[src/rtl/alu_arbiter.sv]
// alu_arbiter: round-robin sharing of one 32-bit combinational ALU between two requesters.
// Latency: accept in cycle c, ALU driven in c+1, response valid in c+2; one op in flight, issue every >=3 cycles.
// Backpressure: requests see ready=0 outside IDLE; a response is held stable until its rspN_ready.
//
// Ports:
//   clk, reset                    single clock, synchronous active-high reset
//   reqN_valid/ready/opA/opB/op   request handshake and operation from requester N (N = 0, 1)
//   alu_opA/opB/op, alu_result/zero  connection to the shared combinational ALU
//   rspN_valid/ready/result/zero/err response handshake back to requester N
module alu_arbiter (
  input  logic        clk,
  input  logic        reset,

  input  logic        req0_valid,
  output logic        req0_ready,
  input  logic [31:0] req0_opA,
  input  logic [31:0] req0_opB,
  input  logic [3:0]  req0_op,

  input  logic        req1_valid,
  output logic        req1_ready,
  input  logic [31:0] req1_opA,
  input  logic [31:0] req1_opB,
  input  logic [3:0]  req1_op,

  output logic [31:0] alu_opA,
  output logic [31:0] alu_opB,
  output logic [3:0]  alu_op,
  input  logic [31:0] alu_result,
  input  logic        alu_zero,

  output logic        rsp0_valid,
  input  logic        rsp0_ready,
  output logic [31:0] rsp0_result,
  output logic        rsp0_zero,
  output logic        rsp0_err,

  output logic        rsp1_valid,
  input  logic        rsp1_ready,
  output logic [31:0] rsp1_result,
  output logic        rsp1_zero,
  output logic        rsp1_err
);

  typedef enum logic [1:0] {
    IDLE = 2'd0,
    EXEC = 2'd1,
    RESP = 2'd2
  } state_t;

  localparam logic [3:0] OP_AND = 4'b0000;
  localparam logic [3:0] OP_OR  = 4'b0001;
  localparam logic [3:0] OP_ADD = 4'b0010;
  localparam logic [3:0] OP_SUB = 4'b0110;
  localparam logic [3:0] OP_SLT = 4'b0111;
  localparam logic [3:0] OP_NOR = 4'b1100;

  state_t      state_q, state_d;
  logic        owner_q, owner_d;
  logic        last_q,  last_d;
  logic [3:0]  op_q,    op_d;
  logic [31:0] a_q,     a_d;
  logic [31:0] b_q,     b_d;
  logic [31:0] res_q,   res_d;
  logic        zero_q,  zero_d;
  logic        err_q,   err_d;

  logic        gnt_vld;
  logic        gnt_id;
  logic        accept;
  logic        op_legal;
  logic        own_rsp_rdy;

  function automatic logic is_legal_op(input logic [3:0] op);
    case (op)
      OP_AND, OP_OR, OP_ADD, OP_SUB, OP_SLT, OP_NOR: is_legal_op = 1'b1;
      default:                                      is_legal_op = 1'b0;
    endcase
  endfunction

  // Round-robin grant: a lone requester always wins; on a tie the one not
  // served last wins. last_q resets to 1 so requester 0 takes the first tie.
  always_comb begin
    gnt_vld = req0_valid | req1_valid;
    if (req0_valid && req1_valid) begin
      gnt_id = ~last_q;
    end else begin
      gnt_id = req1_valid;
    end
  end

  // Readies are held low while reset is asserted so nothing is accepted in
  // the same cycle the arbiter is being cleared.
  assign req0_ready = (state_q == IDLE) && !reset && gnt_vld && !gnt_id;
  assign req1_ready = (state_q == IDLE) && !reset && gnt_vld &&  gnt_id;
  assign accept     = req0_ready | req1_ready;

  assign op_legal    = is_legal_op(op_q);
  assign own_rsp_rdy = owner_q ? rsp1_ready : rsp0_ready;

  // Next-state and ALU drive.
  always_comb begin
    state_d = state_q;
    owner_d = owner_q;
    last_d  = last_q;
    op_d    = op_q;
    a_d     = a_q;
    b_d     = b_q;
    res_d   = res_q;
    zero_d  = zero_q;
    err_d   = err_q;
    alu_opA = 32'd0;
    alu_opB = 32'd0;
    alu_op  = 4'd0;

    case (state_q)
      IDLE: begin
        if (accept) begin
          owner_d = gnt_id;
          op_d    = gnt_id ? req1_op  : req0_op;
          a_d     = gnt_id ? req1_opA : req0_opA;
          b_d     = gnt_id ? req1_opB : req0_opB;
          state_d = EXEC;
        end
      end

      EXEC: begin
        alu_opA = a_q;
        alu_opB = b_q;
        // An illegal code never reaches the ALU; it sees a harmless AND and
        // its output is discarded in favour of the error response.
        alu_op  = op_legal ? op_q : OP_AND;
        if (op_legal) begin
          res_d  = alu_result;
          zero_d = alu_zero;
          err_d  = 1'b0;
        end else begin
          res_d  = 32'd0;
          zero_d = 1'b1;
          err_d  = 1'b1;
        end
        state_d = RESP;
      end

      RESP: begin
        if (own_rsp_rdy) begin
          last_d  = owner_q;
          state_d = IDLE;
        end
      end

      default: begin
        state_d = IDLE;
      end
    endcase
  end

  always_ff @(posedge clk) begin
    if (reset) begin
      state_q <= IDLE;
      owner_q <= 1'b0;
      last_q  <= 1'b1;
      op_q    <= 4'd0;
      a_q     <= 32'd0;
      b_q     <= 32'd0;
      res_q   <= 32'd0;
      zero_q  <= 1'b0;
      err_q   <= 1'b0;
    end else begin
      state_q <= state_d;
      owner_q <= owner_d;
      last_q  <= last_d;
      op_q    <= op_d;
      a_q     <= a_d;
      b_q     <= b_d;
      res_q   <= res_d;
      zero_q  <= zero_d;
      err_q   <= err_d;
    end
  end

  // Response steering: only the owner's port carries data, the other is 0.
  assign rsp0_valid  = (state_q == RESP) && !owner_q;
  assign rsp1_valid  = (state_q == RESP) &&  owner_q;
  assign rsp0_result = rsp0_valid ? res_q  : 32'd0;
  assign rsp0_zero   = rsp0_valid ? zero_q : 1'b0;
  assign rsp0_err    = rsp0_valid ? err_q  : 1'b0;
  assign rsp1_result = rsp1_valid ? res_q  : 32'd0;
  assign rsp1_zero   = rsp1_valid ? zero_q : 1'b0;
  assign rsp1_err    = rsp1_valid ? err_q  : 1'b0;

endmodule

[config.mk]
export PLATFORM = sky130hd
export DESIGN_NAME = alu_arbiter
export DESIGN_NICKNAME = d
export VERILOG_FILES = /design/src/rtl/alu_arbiter.sv
export SDC_FILE = /design/constraint.sdc
export NUM_CORES = 1
export LEC_CHECK = 0
export ABC_AREA = 1
export ABC_CLOCK_PERIOD_IN_PS = 2330
export CAP_MARGIN = 10
export CORE_MARGIN = 4
export CORE_UTILIZATION = 26
export DETAILED_ROUTE_END_ITERATION = 10
export PLACE_DENSITY = 0.59
export REMOVE_ABC_BUFFERS = 1
export SLEW_MARGIN = 20
export SYNTH_ARGS = -nofsm -noshare
export SYNTH_HDL_FRONTEND = slang
export SYNTH_SLANG_ARGS = --single-unit
[constraint.sdc]
create_clock -name clk -period 2.33 [get_ports clk]
set_input_delay 0.466 -clock clk [delete_from_list [all_inputs] [get_ports clk]]
set_output_delay 0.466 -clock clk [all_outputs]
set_load 0.02 [all_outputs]
==> results of run 1 <==
critical path, cell delays in order, from the launching register on:
cell and delay [ns]:
dfxtp_1 0.35, inv_1 0.07, nor2_2 0.12, inv_2 0.08
nor2_4 0.12, inv_4 0.08, buf_4 0.15, buf_4 0.13
nor2_1 0.07, clkdlybuf4s15_2 0.26
sequential cells by signal, summed over array words and instances (netlist names):
signal,cells
state_q,2
zero_q,1
b_q,32
last_q,1
a_q,32
owner_q,1
res_q,32
op_q,4
err_q,1
cell type report:
| cell class | count | area share (%) |
|---|---|---|
| Timing Repair Buffer | 351 | 35.4 |
| Multi-Input combinational cell | 676 | 30.3 |
| Sequential cell | 106 | 22.7 |
| Inverter | 111 | 4.50 |
| Tap cell | 275 | 3.67 |
| Clock buffer | 10 | 2.44 |
| Clock inverter | 6 | 0.962 |
metrics by stage:
| stage | cells | setup WS, ns | total power [W] |
|---|---|---|---|
| 3_5_place_dp | 1517 | -0.0964 | 0.00332 |
| 2_1_floorplan | 893 | -0.608 | 0.00261 |
| 3_3_place_gp | 1517 | -0.0816 | 0.00331 |
| 4_1_cts | 1535 | -0.0203 | 0.00499 |
| 5_1_grt | 1535 | -0.0202 | 0.00520 |
| 6_report | 1535 | 0.0873 | 0.00490 |
layout by cell type (no fill, tap or decap), types with 2 or more instances in the layout:
| master | netlist | routed |
|---|---|---|
| inv_1 | 105 | 105 |
| nor2_2 | 0 | 3 |
| clkdlybuf4s15_1 | 0 | 7 |
| inv_2 | 6 | 4 |
| inv_4 | 0 | 2 |
| dfxtp_1 | 106 | 106 |
| buf_4 | 2 | 32 |
| buf_12 | 0 | 8 |
| dlygate4sd2_1 | 0 | 78 |
| bufinv_16 | 0 | 2 |
| buf_2 | 24 | 21 |
| nor2_1 | 172 | 168 |
| clkbuf_16 | 0 | 9 |
| nand3_1 | 71 | 71 |
| o21ai_0 | 34 | 34 |
| nor2_4 | 1 | 2 |
| clkbuf_2 | 0 | 5 |
| clkdlybuf4s15_2 | 0 | 26 |
| a21oi_1 | 103 | 103 |
| nand2_2 | 2 | 2 |
| clkdlybuf4s50_1 | 0 | 174 |
| nand2_1 | 288 | 288 |
| nor3_1 | 2 | 2 |
worst min path at each step:
stage / startpoint / end / cells after the start
2_1_floorplan: a_q[0] / a_q[0] / 2
3_3_place_gp: b_q[12] / b_q[12] / 2
3_5_place_dp: a_q[30] / a_q[30] / 2
4_1_cts: reset / last_q / 3
5_1_grt: reset / last_q / 3
6_report: reset / last_q / 3
synth_stat cells:
cell / instances
nand2_1: 288
nor3_1: 2
nand2_2: 2
nand3_1: 71
dfxtp_1: 106
clkbuf_1: 37
nor2_1: 172
o21ai_0: 34
inv_1: 105
a21oi_1: 103
o211ai_1: 1
buf_4: 2
nor3b_1: 1
a21oi_2: 1
nor2_4: 1
buf_1: 8
inv_2: 6
buf_2: 24
repair_timing:
action / 4_1_cts / 5_1_grt
gates resized for setup: 240 / 31
endpoints found under the setup margin: 136 / 50
gates cloned: 0 / 0
setup buffers: 2 / 0
per-layer routing:
metal	routed length, um	GRT usage (%)
met5	0	0
met4	170	3.04
met3	2190	6.21
met2	9860	28.9
met1	9270	21.3
cells by family (layout without fill, tap and decap cells):
kind of cell | Yosys count | in the layout | synth area share [%]
AND/OR/NAND/NOR | 537 | 537 | 37.5
AO/OA/AOI/OAI | 139 | 139 | 12.4
flip-flops | 106 | 106 | 37.4
buffers and inverters | 182 | 478 | 12.7
report_power, final:
| group | switching (W) | internal, W | total (W) |
|---|---|---|---|
| logic | 0.000663 | 0.000565 | 0.00123 |
| clock network | 0.000711 | 0.000948 | 0.00166 |
| registers | 0.0000557 | 0.00196 | 0.00201 |
==> impl_metrics.json, run 1 <==
{
  "startpoint": "state_q[1]",
  "clk_pin_slew_worst_paths_ns": 0.07,
  "drt-total-wl_um": 21500,
  "die_height_um": 156,
  "first_global_vias": 6341,
  "timing.reg2reg.worst_path_depth": 8,
  "timing.critical_path.required_ns": 1.86,
  "timing.rr.start": "state_q[0]",
  "avgRoutedWirePerCell_um": 14.0,
  "final.setup_skew_ns": 0.00960,
  "globalRouteOverflowTotal": 0,
  "multi_input_comb_area_um2": 2840,
  "crit_path_max_fanout": 11,
  "clock_latency_late_sink_ns": 0.35,
  "coreArea_um2": 21200,
  "io_buffers": 314,
  "grt_total_usage_pct": 17.1,
  "layout_fillers": 2358,
  "yosysTopAreaCellShare_pct": 37.4,
  "tritoncts": "done",
  "timing.setup.tns_ns": 0,
  "gp_congestion": 0.793,
  "num-nets-final": 1430,
  "top_cells_by_area_in_the_synthesized_netlist": "dfxtp_1, nand2_1, nor2_1",
  "cp-endpoint": "rsp0_result[26]",
  "dr.first_iter.drc_count": 324,
  "avgViaCountPerCell": 4.35,
  "endpoint_kind": "output port",
  "utilization_after_layout_pct": 44.1,
  "whs_ns": 0.371,
  "worst_hold_path_type": "in -> reg",
  "status": "finished, final reports clean",
  "total_die_area_um2": 24200,
  "worst_slew_pin_slew_ns": 0.812,
  "syn-cell-area_um2": 5670,
  "antenna_cells_inserted": 0,
  "worstSetupPathType": "reg -> out",
  "finalSetupViolCount": 0,
  "hold_buffers": 0,
  "finalCritPeriodShare_pct": 96.3,
  "drive_gt1_share_pct": 9.60,
  "placedInstanceArea_um2": 9200,
  "drc": 0,
  "grt_max_degree": 71,
  "critical_path.reg2reg.endpoint": "a_q[15]",
  "detail-route-antenna-nets": 0,
  "grt_first_pass_wirelength_um": 33500,
  "io_pins": 315,
  "synth.yosys.warnings": 0,
  "area.sequential_um2": 2120,
  "row_count": 53,
  "num_vias": 6675,
  "crit_path_start_kind": "flip-flop",
  "synth_seq_cells": 106,
  "netlist_instances": 964,
  "tritoncts.num_buffers": 9,
  "clock_sinks": 106,
  "floorplan.initialDensity_pct": 26.7,
  "layout-area-overhead-vs-synth_pct": 65.2,
  "clk_root_buffer_cell": "clkbuf_16",
  "sequential_element_share_of_the_synthesized_area_pct": 37.4,
  "half_perimeter_wire_length_after_detailed_placement_um": 15300,
  "synth.largest_area_cell": "dfxtp_1",
  "ir_worst_vdd_uv": 341,
  "clockBufferDepth": 2,
  "p_leak_nw": 4.19,
  "fin_area_um2": 9370,
  "power.density_nw_per_um2": 523,
  "max_freq_mhz": 446,
  "timing_max_transition_violations_final": 0,
  "timing_hold_violations_final": 0,
  "critical_path_arrival_ns": 1.78,
  "die_x_um": 156,
  "relSlewSlack_pct": 45.9,
  "antenna_violations_before_repair": 0,
  "timing.reg2reg.setup_slack_ns": 0.56,
  "number_of_maximum_capacitance_constraint_violations": 0,
  "synth.lib_cells_used.distinct": 18,
  "syn_avg_cell_area_um2": 5.88,
  "cts.htree.levels": 3,
  "post-route-min-period_ns": 2.24,
  "detail_route.first_pass.iterations": 4
}
Power figures use the tool's default switching activity.
==> run 2: changes to the inputs <==
CORE_UTILIZATION = 43   (was 26)
CTS_BUF_LIST = sky130_fd_sc_hd__clkbuf_8   (was not set)
PLACE_DENSITY = 0.89   (was 0.59)
==> run 2 against run 1 <==
Combinational power barely moved. Setup slack got worse by 0.046 ns. Sequential cell count did not move. Final cell count fell by 7.4%. Via count rose by 1.7%. Register-to-register slack improved by 0.07 ns. Clock skew rose by 0.0023 ns. Non-clock buffer count fell by 13. Maximum frequency fell by 2.0%. Power fell by 12%. Sequential share of layout area rose by 1.0 points. Die area fell by 38%. Largest cell class unchanged.
==> impl_metrics.json, run 2 (synthesis results as in run 1) <==
{
  "tritoncts": "done",
  "utilization_after_layout_pct": 70.3,
  "timing.setup.tns_ns": 0,
  "worst_slew_pin_slew_ns": 0.769,
  "clockBufferDepth": 2,
  "row_count": 41,
  "power.density_nw_per_um2": 478,
  "coreArea_um2": 12800,
  "rsz0062_at_grt": "yes",
  "max_freq_mhz": 437,
  "io_pins": 315,
  "whs_ns": 0.351,
  "crit_path_start_kind": "flip-flop",
  "total_die_area_um2": 15100,
  "relSlewSlack_pct": 48.7,
  "grt_max_degree": 71,
  "layout_fillers": 1138,
  "clk_root_buffer_cell": "clkbuf_8",
  "top_regs": "a_q: 32 flops, b_q: 32 flops, res_q: 32 flops",
  "tritoncts.num_buffers": 9,
  "num-nets-final": 1418,
  "clk_pin_slew_worst_paths_ns": 0.10,
  "timing.critical_path.required_ns": 1.86,
  "cts.htree.levels": 3,
  "grt_total_usage_pct": 25.4,
  "finalCritPeriodShare_pct": 98.2,
  "clock_latency_late_sink_ns": 0.37,
  "half_perimeter_wire_length_after_detailed_placement_um": 14400,
  "worst_hold_path_type": "in -> reg",
  "avgRoutedWirePerCell_um": 14.4,
  "antenna_violations_before_repair": 1,
  "worstSetupPathType": "reg -> out",
  "detail-route-antenna-nets": 0,
  "final_cell_mix": "nand2_1, clkdlybuf4s50_1, nor2_1",
  "gp_congestion": 0.827,
  "p_leak_nw": 4.03,
  "most_common_library_cell_in_the_layout_ignoring_fill_and_taps": "nand2_1",
  "detailedPlace.worstSlack_ns": -0.0951,
  "num_vias": 6790,
  "die_height_um": 123,
  "globalRouteOverflowTotal": 0,
  "die_x_um": 123,
  "drt-total-wl_um": 20500,
  "timing_max_transition_violations_final": 0,
  "avgViaCountPerCell": 4.78,
  "fin_ws_ns": 0.0411,
  "clock_sinks": 106,
  "endpoint_kind": "output port",
  "io_buffers": 314,
  "dr.first_iter.drc_count": 361,
  "floorplan.initialDensity_pct": 44.4,
  "finalSetupViolCount": 0,
  "layout-area-overhead-vs-synth_pct": 58.3,
  "number_of_maximum_capacitance_constraint_violations": 0,
  "holdPathStages": 3,
  "ir_worst_vdd_uv": 289,
  "first_global_vias": 6147,
  "timing.reg2reg.worst_path_depth": 8,
  "status": "finished, final reports clean",
  "post-route-min-period_ns": 2.29,
  "timing_hold_violations_final": 0,
  "drive_gt1_share_pct": 11.5,
  "crit_path_max_fanout": 5,
  "detail_route.first_pass.iterations": 5,
  "drc": 0,
  "critical_path_arrival_ns": 1.82,
  "final.setup_skew_ns": 0.0119,
  "grt_first_pass_wirelength_um": 30400
}
## run 2: area by class of cell
class / count / area [um2] / area share, %
clock buffer: 10 / 138 / 1.53
clock inverter: 6 / 43.8 / 0.488
timing repair inverter: 1 / 7.51 / 0.0837
tap: 172 / 215 / 2.40
antenna: 1 / 2.50 / 0.0279
multi-input combinational: 676 / 2910 / 32.5
sequential: 106 / 2120 / 23.7
inverter: 111 / 420 / 4.68
timing repair buffer: 338 / 3110 / 34.7
## run 2: worst paths after layout
| path | endpoint | slack (ns) | startpoint |
|---|---|---|---|
| worst max-delay path | rsp0_result[8] | 0.04 | state_q[1] |
| worst min-delay path | last_q | 0.35 | reset |
| worst max register to register | a_q[27] | 0.63 | state_q[0] |
| worst min register to register | b_q[25] | 0.46 | b_q[25] |
## run 2: per-stage QoR
step	power, W	instance area [um2]	cells
after floorplan	0.00261	5360	893
after global placement	0.00323	8950	1400
after detailed placement	0.00325	8950	1400
after CTS	0.00429	9030	1419
after global routing	0.00453	8970	1421
final	0.00429	8970	1421
## run 2: what timing repair did
item / in CTS / in global routing
endpoints found under the setup margin: 138 / 135
pin swaps: 0 / 2
hold buffers: 0 / 0
buffers inserted: 2 / 2
cloned: 1 / 0
gates resized for setup: 216 / 172
## run 2: critical path, stage by stage (launching register included)
cell           delay, ns
dfxtp_2             0.36
inv_2               0.05
nor2_2              0.16
inv_2               0.08
nor2_4              0.21
inv_4               0.09
nor2_1              0.16
dlygate4sd2_1       0.35
## run 2: where the power goes
| part | internal (W) | leakage (nW) | switching (W) | total (W) |
|---|---|---|---|---|
| clock network | 0.000419 | 0.0859 | 0.000645 | 0.00106 |
| logic | 0.000546 | 3.07 | 0.000660 | 0.00121 |
| registers | 0.00196 | 0.868 | 0.0000599 | 0.00202 |
## run 2: per-layer routing
layer	share of wire, %	vias up	wire (um)	global-route usage (%)
met3	11	25	2240	10.9
met5	0	-	0	0
li1	-	3497	-	-
met4	1.7	0	342	5.32
met2	51	276	10400	46.6
met1	37	2992	7520	27.0
==> run 3: changes to the inputs <==
GPL_TIMING_DRIVEN = 1   (was not set)
==> results of run 3 <==
Same layout as run 2: the final DEF is identical, and so are final timing and power.
==> edit 1: new RTL, settings of run 1 <==
The 3 states of `state_t` get a one-hot encoding in 3 bits.
--- a/src/rtl/alu_arbiter.sv
+++ b/src/rtl/alu_arbiter.sv
@@ -42,10 +42,10 @@
   output logic        rsp1_err
 );
 
-  typedef enum logic [1:0] {
-    IDLE = 2'd0,
-    EXEC = 2'd1,
-    RESP = 2'd2
+  typedef enum logic [2:0] {
+    IDLE = 3'b001,
+    EXEC = 3'b010,
+    RESP = 3'b100
   } state_t;
 
   localparam logic [3:0] OP_AND = 4'b0000;
Check against the original RTL: no difference found for any inputs over 10 cycles, from zero or initial values and one cycle with reset high; not proved beyond that.
==> edit 1 against run 1 <==
Count of clock-buffer cells in the layout unchanged. Synthesized area grew 3.2%. Power down 6.9%. Wire length up 0.50%. Setup slack gained 0.0075 ns. Sequential cell count grew 1. Cell area down 3.3%.
==> edit 1: results (changes against run 1) <==
| Metric | Value |
|---|---|
| Status | `finished clean` |
| Most area-consuming cells after synthesis | `sky130_fd_sc_hd__dfxtp_1 37%, sky130_fd_sc_hd__nand2_1 19%, sky130_fd_sc_hd__nor2_1 11%` |
| Post-synthesis cell type count | `24 (+6)` |
| Hold Worst Slack | `0.4215 ns (+0.05090 ns)` |
| Reg-to-Reg End | `a_q[16]$_SDFFE_PP0P_` |
| Sequential Power Share | `44.3% (+3.2 points)` |
| Worst hold endpoint | `b_q[29]$_SDFFE_PP0P_` |
| Global-route met2 utilization | `27.54% (-1.3 points)` |
| Wire length of the first global-routing pass | `32530 µm (-2.9%)` |
| End point of the critical path | `rsp1_result[28]` |
| Compound-cell area share of the yosys netlist | `12.53% (+0.15 points)` |
| Via count of the first global-routing pass | `5963 (-6.0%)` |
| Number of DRC violations after detailed-routing iteration 0 | `311 (-4.0%)` |
| Met1 demand-to-capacity share in global routing | `20.42% (-0.88 points)` |
| Cell Count, Final, Fillers Out | `1529 (-0.39%)` |
| Proportion of layout cells with a drive suffix above 1 | `10.09% (+0.48 points)` |
| Source of the worst register-to-register timing path | `state_q[1]$_SDFFE_PP0P_` |
| Worst setup slack for register-to-register paths | `0.54 ns (-0.02 ns)` |
| Relative slew slack | `47.61% (+1.7 points)` |
| HPWL after detailed placement | `15510 µm (+1.2%)` |
| Number of stages on the worst hold path | `2 (-1)` |
| Commonest cells in the synthesized netlist | `290 x sky130_fd_sc_hd__nand2_1, 169 x sky130_fd_sc_hd__nor2_1, 108 x sky130_fd_sc_hd__inv_1` |
| Length of routed met3 wiring | `2314 µm (+5.5%)` |
| RePlAce Congestion | `0.7915 (-0.19%)` |
| Worst setup path startpoint | `state_q[2]$_SDFFE_PP0P_` |
| Peak supply drop | `0.0002473 V (-28%)` |
| Switch share | `28.28% (-0.91 points)` |
| Final routed wire length divided by cell count | `14.13 µm (+0.89%)` |
| Syn avg cell area | `6.020 µm² (+2.4%)` |
| Static Leak | `0.004025 µW (-3.9%)` |
| Depth of the most critical reg-to-reg path | `6 (-2)` |
| Final period demand of the worst path | `2.235 ns (-0.007514 ns)` |
| Combinational share of power | `22.5% (-2.6 points)` |
| Max Clock Skew | `0.007924 ns (-0.001678 ns)` |
| Number of nets at the end of the flow | `1421 (-0.63%)` |
| Cell area after placement | `9195 µm² (about the same)` |
| Setup Buffers After CTS | `0 (-2)` |
| Maximum fanout encountered on the critical timing path | `30 (+19)` |
edit 1: worst max-delay path, cell delays in order, from the launching register on:
cell                            delay, ns
sky130_fd_sc_hd__dfxtp_1             0.34
sky130_fd_sc_hd__inv_1               0.06
sky130_fd_sc_hd__nor3_2              0.09
sky130_fd_sc_hd__buf_4               0.15
sky130_fd_sc_hd__nand2_2             0.06
sky130_fd_sc_hd__buf_12              0.16
sky130_fd_sc_hd__nor2_1              0.18
sky130_fd_sc_hd__dlygate4sd2_1       0.37
edit 1: final cells by class:
class,instances,area (µm²)
clock buffer,10,229.0
fill,2485,12910
inverter,110,412.9
tap,280,350.3
multi-input combinational,683,2922
clock inverter,4,53.80
sequential,107,2142
timing repair buffer,335,2943
edit 1: timing repair:
item | CTS | global route
cloned | 0 | 0
pin swaps | 0 | 0
endpoints found under the setup margin | 140 | 76
resized for setup | 148 | 140
==> edit 2: new RTL, flow settings as in run 1 <==
Without the edit above. Take the reset off `b_q` and load it in a clocked block of its own.
--- a/src/rtl/alu_arbiter.sv
+++ b/src/rtl/alu_arbiter.sv
@@ -162,7 +162,6 @@
       last_q  <= 1'b1;
       op_q    <= 4'd0;
       a_q     <= 32'd0;
-      b_q     <= 32'd0;
       res_q   <= 32'd0;
       zero_q  <= 1'b0;
       err_q   <= 1'b0;
@@ -172,11 +171,14 @@
       last_q  <= last_d;
       op_q    <= op_d;
       a_q     <= a_d;
-      b_q     <= b_d;
       res_q   <= res_d;
       zero_q  <= zero_d;
       err_q   <= err_d;
     end
+  end
+
+  always_ff @(posedge clk) begin
+    b_q <= b_d;
   end
 
   // Response steering: only the owner's port carries data, the other is 0.
Check against the original RTL: no difference found for any inputs over 10 cycles, from zero or initial values and one cycle with reset high; that may be too few to reach the edited logic, so the function may still have changed.
==> edit 2 against run 1 <==
Wire length is 6.1% lower. Sequential cell count stayed put. Power is 3.2% higher. Setup slack better by 0.032 ns. Worst hold slack better by 0.072 ns. Synthesized area is 2.8% higher. Critical path depth is 2 lower. Cell area is 0.25% higher. Clock skew is 0.0024 ns lower. Highest routed layer is now met5.
==> edit 2: results (changes against run 1) <==
| Metric | Value |
|---|---|
| Status | `finished clean` |
| Number of antenna violations at the first check in global routing | `1 (+1)` |
| Peak supply drop | `0.0002830 V (-17%)` |
| Cell area after placement | `9246 µm² (+0.46%)` |
| Syn avg cell area | `6.615 µm² (+13%)` |
| Maximum fanout encountered on the critical timing path | `34 (+23)` |
| Via count of the first global-routing pass | `5771 (-9.0%)` |
| Hold Worst Slack | `0.4421 ns (+0.07151 ns)` |
| CP Data Arrival Time | `1.74 ns (-0.04 ns)` |
| Post-synthesis cell type count | `22 (+4)` |
| Wire length of the first global-routing pass | `30530 µm (-8.9%)` |
| Number of synthesized flops with an enable pin | `32 (+32)` |
| Global-route met2 utilization | `26.31% (-2.6 points)` |
| RePlAce Congestion | `0.7835 (-1.2%)` |
| Maximum number of pins on one net before global-route repair | `70 (-1.4%)` |
| Proportion of layout cells with a drive suffix above 1 | `11.26% (+1.7 points)` |
| Worst setup slack for register-to-register paths | `0.77 ns (+0.21 ns)` |
| Worst path slowest cell | `sky130_fd_sc_hd__dlygate4sd2_1` |
| Fillcell total | `2369 (+0.47%)` |
| Share of the yosys chip area belonging to registers | `41.91% (+4.5 points)` |
| Max Clock Skew | `0.007191 ns (-0.002410 ns)` |
| Placed cell count | `1445 (-4.7%)` |
| Highest metal layer with signal wires | `met5` |
| Total Routed Length | `20180 µm (-6.1%)` |
| Compound-cell area share of the yosys netlist | `9.317% (-3.1 points)` |
-- edit 2: changes by cell type after synthesis, sizes merged, moves of 2 or more --
| cell | change |
|---|---|
| nor3 | -2 |
| clkbuf | -24 |
| edfxtp | +32 |
| dfxtp | -32 |
| nand2 | -23 |
| buf | +12 |
| a21oi | -34 |
| inv | +14 |
| o21ai | -12 |
| nor2 | -15 |
-- edit 2: power by group through the flow --
stage / combinational, µW / sequential [µW] / clock [µW]
floorplan: 602 / 2150 / 0
global placement: 1290 / 2160 / 0
detailed placement: 1290 / 2160 / 0
CTS: 1250 / 2120 / 1780
global route: 1370 / 2140 / 1840
finish: 1230 / 2120 / 1710
-- edit 2: logic make-up after synthesis --
logic type / count (synthesis)
buf+inv: 184
simple gates: 498
flops: 106
compound gates: 93
-- edit 2: area by class of cell --
cell class,instances,area [µm²],area share [%]
clock buffers,12,259.0,2.759
clock inverters,4,73.82,0.7862
well taps,280,350.3,3.731
multi-input cells,591,2601,27.71
inverters,125,479.2,5.104
repair buffers,343,3181,33.88
flip-flops and latches,106,2442,26.01
diodes,1,2.502,0.02665
-- edit 2: worst paths after layout --
kind / from / endpoint / depth (start not counted)
max: state_q[1]$_SDFFE_PP0P_ / rsp1_result[6] / 7
min: reset / state_q[0]$_SDFFE_PP0P_ / 4
max reg2reg: state_q[1]$_SDFFE_PP0P_ / res_q[23]$_SDFFE_PP0P_ / 8
min reg2reg: a_q[25]$_SDFFE_PP0P_ / a_q[25]$_SDFFE_PP0P_ / 2
-- edit 2: what timing repair did --
item | CTS | global route
setup endpoints to repair | 135 | 66
hold buffers | 0 | 0
buffers inserted | 0 | 0
gates resized for setup | 169 | 44
